$ cat config.mk
export PLATFORM = sky130hd
export DESIGN_NAME = mem_arbiter
export DESIGN_NICKNAME = d
export VERILOG_FILES = /design/src/rtl/cpu_types_pkg.sv /design/src/rtl/mem_arbiter_starve_counter.sv /design/src/rtl/mem_arbiter.sv
export SDC_FILE = /design/constraint.sdc
export NUM_CORES = 1
export LEC_CHECK = 0
export CORE_AREA = 2 2 102 104
export DETAILED_ROUTE_END_ITERATION = 8
export DIE_AREA = 0 0 104 106
export GPL_TIMING_DRIVEN = 0
export PLACE_DENSITY = 0.64
export REMOVE_ABC_BUFFERS = 1
export SKIP_LAST_GASP = 1
export SYNTH_ARGS = -nofsm -noshare
export SYNTH_HDL_FRONTEND = slang
export SYNTH_SLANG_ARGS = --single-unit
$ cat constraint.sdc
create_clock -name CLK -period 1.88 [get_ports CLK]
set_input_delay 0.376 -clock CLK [delete_from_list [all_inputs] [get_ports CLK]]
set_output_delay 0.376 -clock CLK [all_outputs]
set_load 0.1 [all_outputs]
$ cat src/rtl/cpu_types_pkg.sv
// Shared memory-hierarchy types: RAM handshake state, word type and arbiter state.
// Also used by the cache-control bench monitors.
package cpu_types_pkg;

    typedef logic [31:0] word_t;

    typedef enum logic [1:0] {
        FREE   = 2'd0,
        BUSY   = 2'd1,
        ACCESS = 2'd2,
        ERROR  = 2'd3
    } ramstate_t;

    typedef enum logic [1:0] {
        IDLE   = 2'd0,
        DGRANT = 2'd1,
        IGRANT = 2'd2
    } arb_state_t;

    localparam int STARVE_W = 4;

endpackage

$ cat src/rtl/mem_arbiter_starve_counter.sv
// Saturating count of dcache wins taken while an icache request waits.
// sat_o is a registered compare; clr_i takes precedence over inc_i.
module starve_counter
    import cpu_types_pkg::*;
#(
    parameter int STARVE_LIMIT = 4
) (
    input  logic CLK,
    input  logic nRST,
    input  logic inc_i,
    input  logic clr_i,
    output logic sat_o
);

    localparam logic [STARVE_W-1:0] LIMIT = STARVE_LIMIT[STARVE_W-1:0];

    logic [STARVE_W-1:0] cnt_q, cnt_d;

    always_comb begin
        cnt_d = cnt_q;
        if (clr_i)
            cnt_d = '0;
        else if (inc_i && (cnt_q != LIMIT))
            cnt_d = cnt_q + 4'd1;
    end

    always_ff @(posedge CLK or negedge nRST) begin
        if (!nRST)
            cnt_q <= '0;
        else
            cnt_q <= cnt_d;
    end

    assign sat_o = (cnt_q == LIMIT);

endmodule

$ cat src/rtl/mem_arbiter.sv
// Arbitrates dcache (fixed priority) and icache onto one RAM port; min 2-cycle latency.
// Optional access counters under MEM_ARB_STATS_EN. Requesters stall on wait=1 until ACCESS.
module mem_arbiter
    import cpu_types_pkg::*;
#(
    parameter int STARVE_LIMIT = 4
) (
    input  logic        CLK,
    input  logic        nRST,
    input  logic        iREN,
    input  logic [31:0] iaddr,
    output logic        iwait,
    output logic [31:0] iload,
    input  logic        dREN,
    input  logic        dWEN,
    input  logic [31:0] daddr,
    input  logic [31:0] dstore,
    output logic        dwait,
    output logic [31:0] dload,
    output logic        ramREN,
    output logic        ramWEN,
    output logic [31:0] ramaddr,
    output logic [31:0] ramstore,
    input  logic [31:0] ramload,
    input  logic [1:0]  ramstate
`ifdef MEM_ARB_STATS_EN
    ,
    output logic [31:0] dcount,
    output logic [31:0] icount
`endif
);

    arb_state_t state_q, state_d;
    logic       dreq, acc, starve_inc, starve_clr, starve_sat;

    assign dreq = dREN | dWEN;
    assign acc  = (ramstate == ACCESS);

    starve_counter #(.STARVE_LIMIT(STARVE_LIMIT)) u_starve (
        .CLK   (CLK),
        .nRST  (nRST),
        .inc_i (starve_inc),
        .clr_i (starve_clr),
        .sat_o (starve_sat)
    );

    always_comb begin
        state_d    = state_q;
        starve_inc = 1'b0;
        starve_clr = 1'b0;
        case (state_q)
            IDLE: begin
                if (dreq && !(iREN && starve_sat))
                    state_d = DGRANT;
                else if (iREN)
                    state_d = IGRANT;
            end
            DGRANT: begin
                if (!dreq) begin
                    state_d = IDLE;
                end else if (acc) begin
                    state_d    = IDLE;
                    starve_inc = iREN;
                    starve_clr = !iREN;
                end
            end
            IGRANT: begin
                if (!iREN) begin
                    state_d = IDLE;
                end else if (acc) begin
                    state_d    = IDLE;
                    starve_clr = 1'b1;
                end
            end
            default: state_d = IDLE;
        endcase
    end

    always_ff @(posedge CLK or negedge nRST) begin
        if (!nRST)
            state_q <= IDLE;
        else
            state_q <= state_d;
    end

    // Strobes follow the live request so a withdrawn request never reaches RAM.
    always_comb begin
        ramREN   = 1'b0;
        ramWEN   = 1'b0;
        ramaddr  = '0;
        ramstore = '0;
        iwait    = 1'b1;
        dwait    = 1'b1;
        case (state_q)
            DGRANT: begin
                ramaddr = daddr;
                if (dWEN) begin
                    ramWEN   = 1'b1;
                    ramstore = dstore;
                end else begin
                    ramREN = dREN;
                end
                dwait = !(dreq && acc);
            end
            IGRANT: begin
                ramREN  = iREN;
                ramaddr = iaddr;
                iwait   = !(iREN && acc);
            end
            default: ;
        endcase
    end

    assign iload = ramload;
    assign dload = ramload;

`ifdef MEM_ARB_STATS_EN
    logic [31:0] dcount_q, icount_q;

    always_ff @(posedge CLK or negedge nRST) begin
        if (!nRST) begin
            dcount_q <= '0;
            icount_q <= '0;
        end else begin
            if (state_q == DGRANT && dreq && acc)
                dcount_q <= dcount_q + 32'd1;
            if (state_q == IGRANT && iREN && acc)
                icount_q <= icount_q + 32'd1;
        end
    end

    assign dcount = dcount_q;
    assign icount = icount_q;
`endif

endmodule

==> results.sh, run 1 <==
export IMPL_grt_use_total_pct=24.3
export IMPL_finalHoldViolCount=0
export IMPL_cts_buffers_inserted=3
export IMPL_synth_commonest_cells="buf_4 (64), nor2_1 (36), a22oi_1 (34)"
export IMPL_ys_types=36
export IMPL_synth_top_area_share_pct=28.7
export IMPL_outcome="finished with violations"
export IMPL_yosys_warnings=0
export IMPL_diodes=0
export IMPL_timing_hold_ws_ns=0.397
export IMPL_min_period_over_period_pct=108
export IMPL_reg2reg_depth=6
export IMPL_drtPass1Iterations=4
export IMPL_syn_area_um2=1670
export IMPL_relSlewSlack_pct=56.6
export IMPL_hold_class="in2async"
export IMPL_finalWorstSetupSlack_ns=-0.146
export IMPL_cts_root_buffer="clkbuf_8"
export IMPL_drv_cap=0
export IMPL_finalWirelength_um=14300
export IMPL_core_region_area_um2=10000
export IMPL_critPathMaxStageDelay_ns=0.39
export IMPL_fp_dieH_um=106
export IMPL_powerDensity_nw_per_um2=1730
export IMPL_setup_viol=67
export IMPL_grt_pass1_wl_um=18700
export IMPL_crit_path_cell_trace="inv_2 > ha_4 > buf_12 > clkinv_8 > nor2_1 > buf_6"
export IMPL_row_count=37
export IMPL_fin_skew_ns=0.000526
export IMPL_violations="negative setup slack"
export IMPL_final_cells=486
export IMPL_gp_congestion=0.903
export IMPL_start_kind="flip-flop"
export IMPL_maxSlewViolCount=0
export IMPL_r2r_start="state_q[1]$_DFFE_PN0P_"
export IMPL_critPathMaxFanout=8
export IMPL_irDropWorstVdd_v=0.000667
export IMPL_ys_flop_type="dfrtp_1"
export IMPL_nets=493
export IMPL_arrival_ns=1.65
export IMPL_endpoint_kind="output port"
export IMPL_ys_top_cells_by_area="buf_4 (29%), a22oi_1 (15%), and3_1 (12%)"
export IMPL_syn_to_final_growth_pct=133
export IMPL_drive_above_1_share_pct=36.9
export IMPL_required_ns=1.50
export IMPL_synth_seq_cells=6
export IMPL_grt_max_degree=41
export IMPL_drtIter0Drc=132
export IMPL_rsz0062_at_grt="yes"
export IMPL_antenna_left=0
export IMPL_yosysMostFrequentCell="buf_4"
export IMPL_dp_hpwl_um=11000
export IMPL_dr_total_vias=2368
export IMPL_r2r_slack_ns=0.04
export IMPL_worst_pin_slew_ns=0.651
export IMPL_synth_edff_count=0
export IMPL_htree_levels=1
export IMPL_worstSkewPairLatency_ns=0.21
export IMPL_clkSinkCount=6
export IMPL_start_util_pct=16.7
export IMPL_io_pins=267
export IMPL_die_w_um=104
export IMPL_p_leak_nw=1.60
export IMPL_overflow=0
export IMPL_max_freq_ghz=0.494
export IMPL_syn_instance_count=242
export IMPL_cts_tree="done"
export IMPL_via_per_inst=4.87
export IMPL_crit_slowest_cell="dfrtp_1"
export IMPL_yosys_area_top_type="buf_4"
export IMPL_synth_area_per_cell_um2=6.92
export IMPL_async_reset_ff_share_pct=100
export IMPL_portBuffers=170
export IMPL_antenna_found_initial=0
export IMPL_clockBufferDepth=2
export IMPL_yosysSeqAreaShare_pct=8.97
export IMPL_r2r_end="u_starve.cnt_q[1]$_DFFE_PN0P_"
export IMPL_die_area_um2=11000
export IMPL_period_needed_ns=2.03
export IMPL_dp_cells=465
export IMPL_cts_clk_slew_worst_paths_ns=0.03
export IMPL_cts_hold_buffers=0
export IMPL_routedWlPerCell_um=29.3
export IMPL_grt_pass1_vias=2326
export IMPL_drc_errors=0
export IMPL_crit_type="reg2out"
==> sequential cells by signal, summed over array words and instances, names as in the netlist <==
register,flops
state_q,2
u_starve.cnt_q,4
==> area by class of cell <==
type / count / area, µm²
clock buffers: 3 / 41.3
fillers: 982 / 6090
repair inverters: 2 / 32.5
well taps: 136 / 170
repair buffers: 187 / 2370
flip-flops and latches: 6 / 150
multi-input cells: 146 / 1110
inverters: 6 / 35.0
==> through the flow <==
step           setup WS [ns]  util (%)  power [mW]  instance area, µm²  TNS [ns]
5_1_grt               -0.227      39.1        6.99                3910     -9.69
6_report              -0.146      39.1        6.74                3910     -5.51
4_1_cts               -0.166      36.0        6.29                3600     -6.80
2_1_floorplan          -1.68         -        3.77                1110    -87.64
3_3_place_gp           -2.38      29.9        5.03                2990   -155.37
3_5_place_dp           -1.87      30.1        5.07                3010   -112.60
==> worst max-delay path: cells and delay by family (launching register included) <==
family / cells / cell delay [ns]
simple gates: 1 / 0.15
flops: 1 / 0.39
buf+inv: 4 / 0.55
fa+ha+maj: 1 / 0.33
==> per-layer routing <==
metal | global-route usage [%] | wire length [µm]
met5 | 5.24 | 56
met4 | 10.9 | 712
met3 | 20.2 | 2580
met2 | 37.4 | 6250
met1 | 23.0 | 4660
==> cells by family after synthesis <==
family	share of synthesized area, %
buf+inv	34.8
compound gates	23.9
fa+ha+maj	4.48
flops	8.97
simple gates	27.9
==> power by group <==
part / total [mW] / internal [mW] / switching [mW] / leakage, nW
logic: 6.34 / 2.12 / 4.22 / 1.50
clock network: 0.182 / 0.137 / 0.0456 / 0.0216
registers: 0.226 / 0.174 / 0.0518 / 0.0789
==> worst max path at each step <==
stage / end / startpoint / slack (ns)
after floorplan: ramREN / state_q[1]$_DFFE_PN0P_ / -1.68
final: ramaddr[28] / state_q[1]$_DFFE_PN0P_ / -0.15
after CTS: ramaddr[5] / state_q[1]$_DFFE_PN0P_ / -0.17
after global placement: ramaddr[7] / state_q[1]$_DFFE_PN0P_ / -2.38
after global routing: ramaddr[18] / state_q[0]$_DFFE_PN0P_ / -0.23
after detailed placement: ramREN / state_q[0]$_DFFE_PN0P_ / -1.87
==> layout by cell type (no fill, tap or decap), types with 2 or more instances in the layout <==
master / netlist / routed
nand3_1: 2 / 2
ha_4: 0 / 3
a22oi_1: 34 / 31
a22oi_2: 0 / 3
nor2_4: 0 / 2
o31ai_1: 4 / 4
and3_1: 32 / 17
buf_4: 64 / 10
clkinv_8: 0 / 3
buf_12: 0 / 45
inv_2: 0 / 2
nand2_1: 3 / 2
buf_6: 0 / 27
nor2_2: 0 / 8
nand4b_1: 2 / 2
clkbuf_8: 0 / 3
a2111oi_0: 2 / 2
nor2_1: 36 / 26
nand3b_1: 3 / 3
o21a_1: 2 / 2
or4_1: 2 / 2
and3_4: 0 / 14
nand2b_1: 2 / 2
ha_1: 6 / 3
clkdlybuf4s50_1: 0 / 100
inv_1: 5 / 3
dfrtp_1: 6 / 6
==> what timing repair did <==
| item | CTS | global route |
|---|---|---|
| setup buffers | 12 | 2 |
| gates cloned | 3 | 1 |
| gates resized for setup | 543 | 71 |
| pin swaps | 1 | 8 |
| setup endpoints to repair | 74 | 72 |
Power figures use the tool's default switching activity.
==> run 2, diff against run 1 <==
TNS_END_PERCENT = 1   (was not set)
==> run 2 against run 1 <==
Net effect:
- the run still ends with negative setup slack left
- global-route usage decreased by 1.0 points
- clock-buffer cell count unchanged
- clock skew about the same
- power decreased by 15%
- clock power about the same
- non-clock buffer count decreased by 5
- maximum frequency about the same
- register-to-register slack about the same
- critical path depth unchanged
- core utilization decreased by 6.9 points
- critical endpoint is now ramaddr[7]
==> results.sh, run 2 (synthesis gave the netlist of run 1 again) <==
export IMPL_layout_commonest_cell="clkdlybuf4s50_1"
export IMPL_design_power_total_mw=5.74
export IMPL_grt_pass1_wl_um=17900
export IMPL_p_int_mw=1.77
export IMPL_powerDensity_nw_per_um2=1780
export IMPL_dr_total_vias=2280
export IMPL_pre_cts_slack_ns=-1.87
export IMPL_nets=486
export IMPL_cts_root_buffer="clkbuf_8"
export IMPL_hold_class="in2async"
export IMPL_cts_hold_buffers=0
export IMPL_dpl_cell_area_um2=3010
export IMPL_grt_use_total_pct=23.2
export IMPL_p_seq_share_pct=3.9
export IMPL_grt_max_degree=41
export IMPL_drc_errors=0
export IMPL_die_area_um2=11000
export IMPL_core_region_area_um2=10000
export IMPL_drtIter0Drc=132
export IMPL_num_fill_cells=1051
export IMPL_top_register="u_starve.cnt_q"
export IMPL_maxSlewViolCount=0
export IMPL_grt_pass1_vias=2247
export IMPL_clockBufferDepth=2
export IMPL_layout_common_cells="clkdlybuf4s50_1 (100), buf_4 (39), nor2_1 (36), buf_6 (35), a22oi_1 (33)"
export IMPL_routedWlPerCell_um=28.1
export IMPL_antenna_left=0
export IMPL_p_comb_share_pct=92.9
export IMPL_cts_buffers_inserted=3
export IMPL_finalHoldViolCount=0
export IMPL_die_w_um=104
export IMPL_syn_to_final_growth_pct=92.4
export IMPL_cts_tree="done"
export IMPL_fp_dieH_um=106
export IMPL_endpoint_kind="output port"
export IMPL_seq_area_um2=150
export IMPL_drtPass1Iterations=6
export IMPL_fin_util_pct=32.2
export IMPL_overflow=0
export IMPL_outcome="finished with violations"
export IMPL_antenna_found_initial=0
export IMPL_start_kind="flip-flop"
export IMPL_postLayoutCellArea_um2=3220
export IMPL_clkSinkCount=6
export IMPL_worstSkewPairLatency_ns=0.21
export IMPL_htree_levels=1
export IMPL_start_util_pct=16.7
export IMPL_p_clk_share_pct=3.2
export IMPL_min_period_over_period_pct=108
export IMPL_top_regs="u_starve.cnt_q: 4 flops, state_q: 2 flops"
export IMPL_required_ns=1.50
export IMPL_irDropWorstVdd_v=0.000615
export IMPL_violations="negative setup slack"
export IMPL_relSlewSlack_pct=59.9
export IMPL_swShare_pct=69.2
export IMPL_via_per_inst=4.76
export IMPL_largest_register_ffs=4
export IMPL_gp_congestion=0.903
export IMPL_fin_skew_ns=0.000239
export IMPL_finalWirelength_um=13500
export IMPL_drv_cap=0
export IMPL_max_freq_ghz=0.493
export IMPL_crit_type="reg2out"
export IMPL_row_count=37
export IMPL_worst_pin_slew_ns=0.601
export IMPL_diodes=0
export IMPL_dp_hpwl_um=11000
export IMPL_multiInputGateArea_um2=988
export IMPL_period_needed_ns=2.03
export IMPL_io_pins=267
export IMPL_power_switching_mw=3.97
export IMPL_drive_above_1_share_pct=27.1
export IMPL_critPathMaxFanout=14
export IMPL_rsz0062_at_grt="yes"
export IMPL_p_leak_nw=1.45
export IMPL_cts_clk_slew_worst_paths_ns=0.03
export IMPL_arrival_ns=1.65
export IMPL_portBuffers=170
export IMPL_finalWorstSetupSlack_ns=-0.148
export IMPL_setup_viol=67
run 2: changes by cell type in the layout (fill, tap and decap cells not counted), moves of 8 or more:
| cell | before | now |
|---|---|---|
| nor2_1 | 26 | 36 |
| buf_6 | 27 | 35 |
| and3_4 | 14 | 0 |
| nor2_2 | 8 | 0 |
| and3_1 | 17 | 32 |
| buf_12 | 45 | 3 |
| buf_4 | 10 | 39 |
run 2: repair_timing:
action / CTS / global route
setup buffers: 9 / 0
pin swaps: 1 / 1
resized for setup: 452 / 11
gates cloned: 1 / 1
setup endpoints to repair: 74 / 69
run 2: worst max-delay path, cell delays in order (launching register included):
cell and delay [ns]:
dfrtp_1 0.40, buf_4 0.15, ha_4 0.20, clkbuf_16 0.19
a22oi_2 0.21, nor2_1 0.08, buf_6 0.19
run 2: per-stage QoR:
stage	instances	setup TNS (ns)	hold WS, ns
finish	479	-6.48	0.397
floorplan	158	-87.64	0.0804
global placement	464	-155.37	0.577
global route	479	-12.44	0.410
detailed placement	465	-112.60	0.593
CTS	478	-9.08	0.404
run 2: worst paths after layout:
| kind | end | cells past startpoint | start | slack [ns] |
|---|---|---|---|---|
| worst max-delay path | ramaddr[7] | 6 | state_q[0]$_DFFE_PN0P_ | -0.15 |
| worst min-delay path | state_q[0]$_DFFE_PN0P_ | 1 | nRST | 0.40 |
| worst max register to register | u_starve.cnt_q[0]$_DFFE_PN0P_ | 6 | state_q[0]$_DFFE_PN0P_ | 0.05 |
| worst min register to register | u_starve.cnt_q[3]$_DFFE_PN0P_ | 2 | u_starve.cnt_q[3]$_DFFE_PN0P_ | 0.59 |
| max in group asynchronous | u_starve.cnt_q[0]$_DFFE_PN0P_ | 1 | nRST | 1.28 |
| min in group CLK | u_starve.cnt_q[3]$_DFFE_PN0P_ | 2 | u_starve.cnt_q[3]$_DFFE_PN0P_ | 0.59 |
run 2: layout make-up:
type / count / share of cell area, %
multi-input combinational: 146 / 30.7
timing repair buffer: 182 / 57.0
clock buffer: 3 / 1.28
tap: 136 / 5.28
sequential: 6 / 4.66
inverter: 6 / 1.09
run 2: metal layers:
layer / GRT usage [%] / wire [µm] / part of all wire (%) / vias to the layer above
met2: 38.9 / 6320 / 47 / 238
met4: 4.63 / 220 / 1.6 / 2
met5: 5.71 / 56 / 0.42 / -
met3: 20.4 / 2500 / 19 / 10
li1: - / - / - / 1000
met1: 21.1 / 4380 / 33 / 1030
run 2: power groups by stage:
stage	combinational [mW]	clock [mW]	sequential, mW
6_report	5.33	0.182	0.225
3_5_place_dp	4.85	0	0.226
3_3_place_gp	4.81	0	0.225
5_1_grt	5.53	0.203	0.233
4_1_cts	5.24	0.188	0.220
2_1_floorplan	3.55	0	0.214
==> run 3, diff against run 2 <==
REMOVE_ABC_BUFFERS = not set   (was 1)
==> run 3 against run 2 <==
Net effect:
- the flow still finishes with violations (negative setup slack)
- power grew 52%
- setup slack lost 0.033 ns
- routed wire length shrank 23%
- core utilization grew 25 points
- sequential power grew 2%
- maximum frequency shrank 1.6%
- global-route usage shrank 6.3 points
- first-iteration DRC count shrank 55%
- hold slack lost 0.0052 ns
- critical path depth grew 1
- largest cell class unchanged
- largest power group unchanged
- highest routed layer is now met4
==> results.sh, run 3 (synthesis gave the netlist of run 1 again) <==
export IMPL_outcome="finished with violations"
export IMPL_violations="negative setup slack"
export IMPL_multiInputGateArea_um2=1470
export IMPL_portBuffers=234
export IMPL_grt_pass1_wl_um=15200
export IMPL_htree_levels=1
export IMPL_dpl_cell_area_um2=4420
export IMPL_via_per_inst=4.30
export IMPL_hold_class="in2async"
export IMPL_cts_root_buffer="clkbuf_8"
export IMPL_maxSlewViolCount=0
export IMPL_finalWirelength_um=10300
export IMPL_fin_skew_ns=0.00606
export IMPL_syn_to_final_growth_pct=243
export IMPL_finalHoldViolCount=0
export IMPL_antenna_left=0
export IMPL_min_period_over_period_pct=110
export IMPL_worst_pin_slew_ns=0.992
export IMPL_crit_slowest_cell="dfrtp_2"
export IMPL_crit_path_start="state_q[0]$_DFFE_PN0P_"
export IMPL_irDropWorstVdd_v=0.000670
export IMPL_routedWlPerCell_um=16.5
export IMPL_rsz0062_at_grt="yes"
export IMPL_grt_use_total_pct=17.0
export IMPL_drtIter0Drc=60
export IMPL_drtPass1Iterations=4
export IMPL_p_leak_nw=2.30
export IMPL_drc_errors=0
export IMPL_crit_end="ramaddr[11]"
export IMPL_max_freq_ghz=0.485
export IMPL_largest_register_ffs=4
export IMPL_die_w_um=104
export IMPL_drv_cap=0
export IMPL_postLayoutCellArea_um2=5740
export IMPL_endpoint_kind="output port"
export IMPL_critPathMaxStageDelay_ns=0.41
export IMPL_grt_pass1_vias=2724
export IMPL_clkSinkCount=6
export IMPL_fp_dieH_um=106
export IMPL_r2r_start="state_q[1]$_DFFE_PN0P_"
export IMPL_top_register="u_starve.cnt_q"
export IMPL_dp_hpwl_um=7630
export IMPL_io_pins=267
export IMPL_antenna_found_initial=0
export IMPL_cts_tree="done"
export IMPL_top_regs="u_starve.cnt_q: 4 flops, state_q: 2 flops"
export IMPL_powerDensity_nw_per_um2=1520
export IMPL_fin_util_pct=57.4
export IMPL_syn_num_nets=383
export IMPL_r2r_slack_ns=0.01
export IMPL_setup_tns_ns=-13.80
export IMPL_crit_type="reg2out"
export IMPL_nets=635
export IMPL_start_kind="flip-flop"
export IMPL_gp_congestion=0.819
export IMPL_num_fill_cells=854
export IMPL_layout_common_cells="clkdlybuf4s50_1 (165), buf_4 (74), buf_12 (63), a22oi_2 (30), nor2_4 (30)"
export IMPL_core_region_area_um2=10000
export IMPL_drive_above_1_share_pct=53.3
export IMPL_pre_cts_slack_ns=-1.76
export IMPL_seq_area_um2=151
export IMPL_die_area_um2=11000
export IMPL_start_util_pct=16.7
export IMPL_critPathMaxFanout=10
export IMPL_setup_viol=132
export IMPL_arrival_ns=1.69
export IMPL_grt_max_degree=11
export IMPL_overflow=0
export IMPL_dr_total_vias=2702
export IMPL_cts_buffers_inserted=3
export IMPL_clockBufferDepth=2
export IMPL_finalWorstSetupSlack_ns=-0.181
export IMPL_reg2reg_depth=6
export IMPL_crit_top_cell="buf_12"
export IMPL_relSlewSlack_pct=33.7
export IMPL_row_count=37
export IMPL_diodes=0
export IMPL_layout_commonest_cell="clkdlybuf4s50_1"
export IMPL_worstSkewPairLatency_ns=0.23
export IMPL_cts_hold_buffers=0
export IMPL_required_ns=1.50
export IMPL_cts_clk_slew_worst_paths_ns=0.04
export IMPL_r2r_end="u_starve.cnt_q[1]$_DFFE_PN0P_"
export IMPL_period_needed_ns=2.06
export IMPL_crit_path_cell_trace="buf_6 > ha_4 > buf_12 > buf_12 > a22oi_2 > nor2_4 > buf_12"
==> run 3: cell types whose count changed in the layout (fill, tap and decap cells not counted), moves of 30 or more <==
cell and change:
nor2_1 -32, nor2_4 +30, buf_4 +35, buf_12 +60, clkdlybuf4s50_1 +65
==> run 3: layer usage <==
layer | share of wire, % | global-route usage, %
met4 | 0.57 | 1.64
met2 | 57 | 33.8
met1 | 37 | 19.4
met5 | 0 | 0
met3 | 5.2 | 3.00
==> run 3: stage by stage <==
step	total power, mW	hold slack (ns)	instances
global placement	6.38	0.568	612
CTS	8.43	0.398	625
finish	8.71	0.392	628
detailed placement	6.42	0.573	612
global route	8.99	0.408	628
floorplan	5.02	0.0804	242
==> run 3: what timing repair did <==
action | 4_1_cts | 5_1_grt
pin swaps | 10 | 5
resized for setup | 668 | 58
setup endpoints to repair | 132 | 133
setup buffers | 7 | 3
cloned | 3 | 0
==> run 3: power breakdown <==
| group | switching, mW | internal (mW) | total, mW |
|---|---|---|---|
| logic | 5.17 | 3.11 | 8.29 |
| clock network | 0.0602 | 0.138 | 0.198 |
| registers | 0.0529 | 0.176 | 0.229 |
| total | 5.29 | 3.43 | 8.71 |
==> run 3: how the worst min path moves through the flow <==
stage | cells past startpoint | slack, ns | end | start
floorplan | 0 | 0.08 | state_q[0]$_DFFE_PN0P_ | nRST
detailed placement | 2 | 0.57 | u_starve.cnt_q[3]$_DFFE_PN0P_ | u_starve.cnt_q[3]$_DFFE_PN0P_
global placement | 2 | 0.57 | u_starve.cnt_q[3]$_DFFE_PN0P_ | u_starve.cnt_q[3]$_DFFE_PN0P_
CTS | 1 | 0.40 | u_starve.cnt_q[2]$_DFFE_PN0P_ | nRST
global route | 1 | 0.41 | u_starve.cnt_q[2]$_DFFE_PN0P_ | nRST
finish | 1 | 0.39 | u_starve.cnt_q[1]$_DFFE_PN0P_ | nRST
==> run 3: layout make-up <==
class | instances | share of cell area (%)
multi-input combinational | 146 | 25.6
sequential | 6 | 2.64
buffer | 84 | 13.5
timing repair buffer | 247 | 54.0
inverter | 6 | 0.610
clock buffer | 3 | 0.719
tap | 136 | 2.96
==> run 3: worst max-delay path, delay by kind of cell (launching register included) <==
| family | cells | cell delay [ns] |
|---|---|---|
| compound gates | 1 | 0.21 |
| fa+ha+maj | 1 | 0.18 |
| buf+inv | 4 | 0.59 |
| flops | 1 | 0.41 |
| simple gates | 1 | 0.05 |
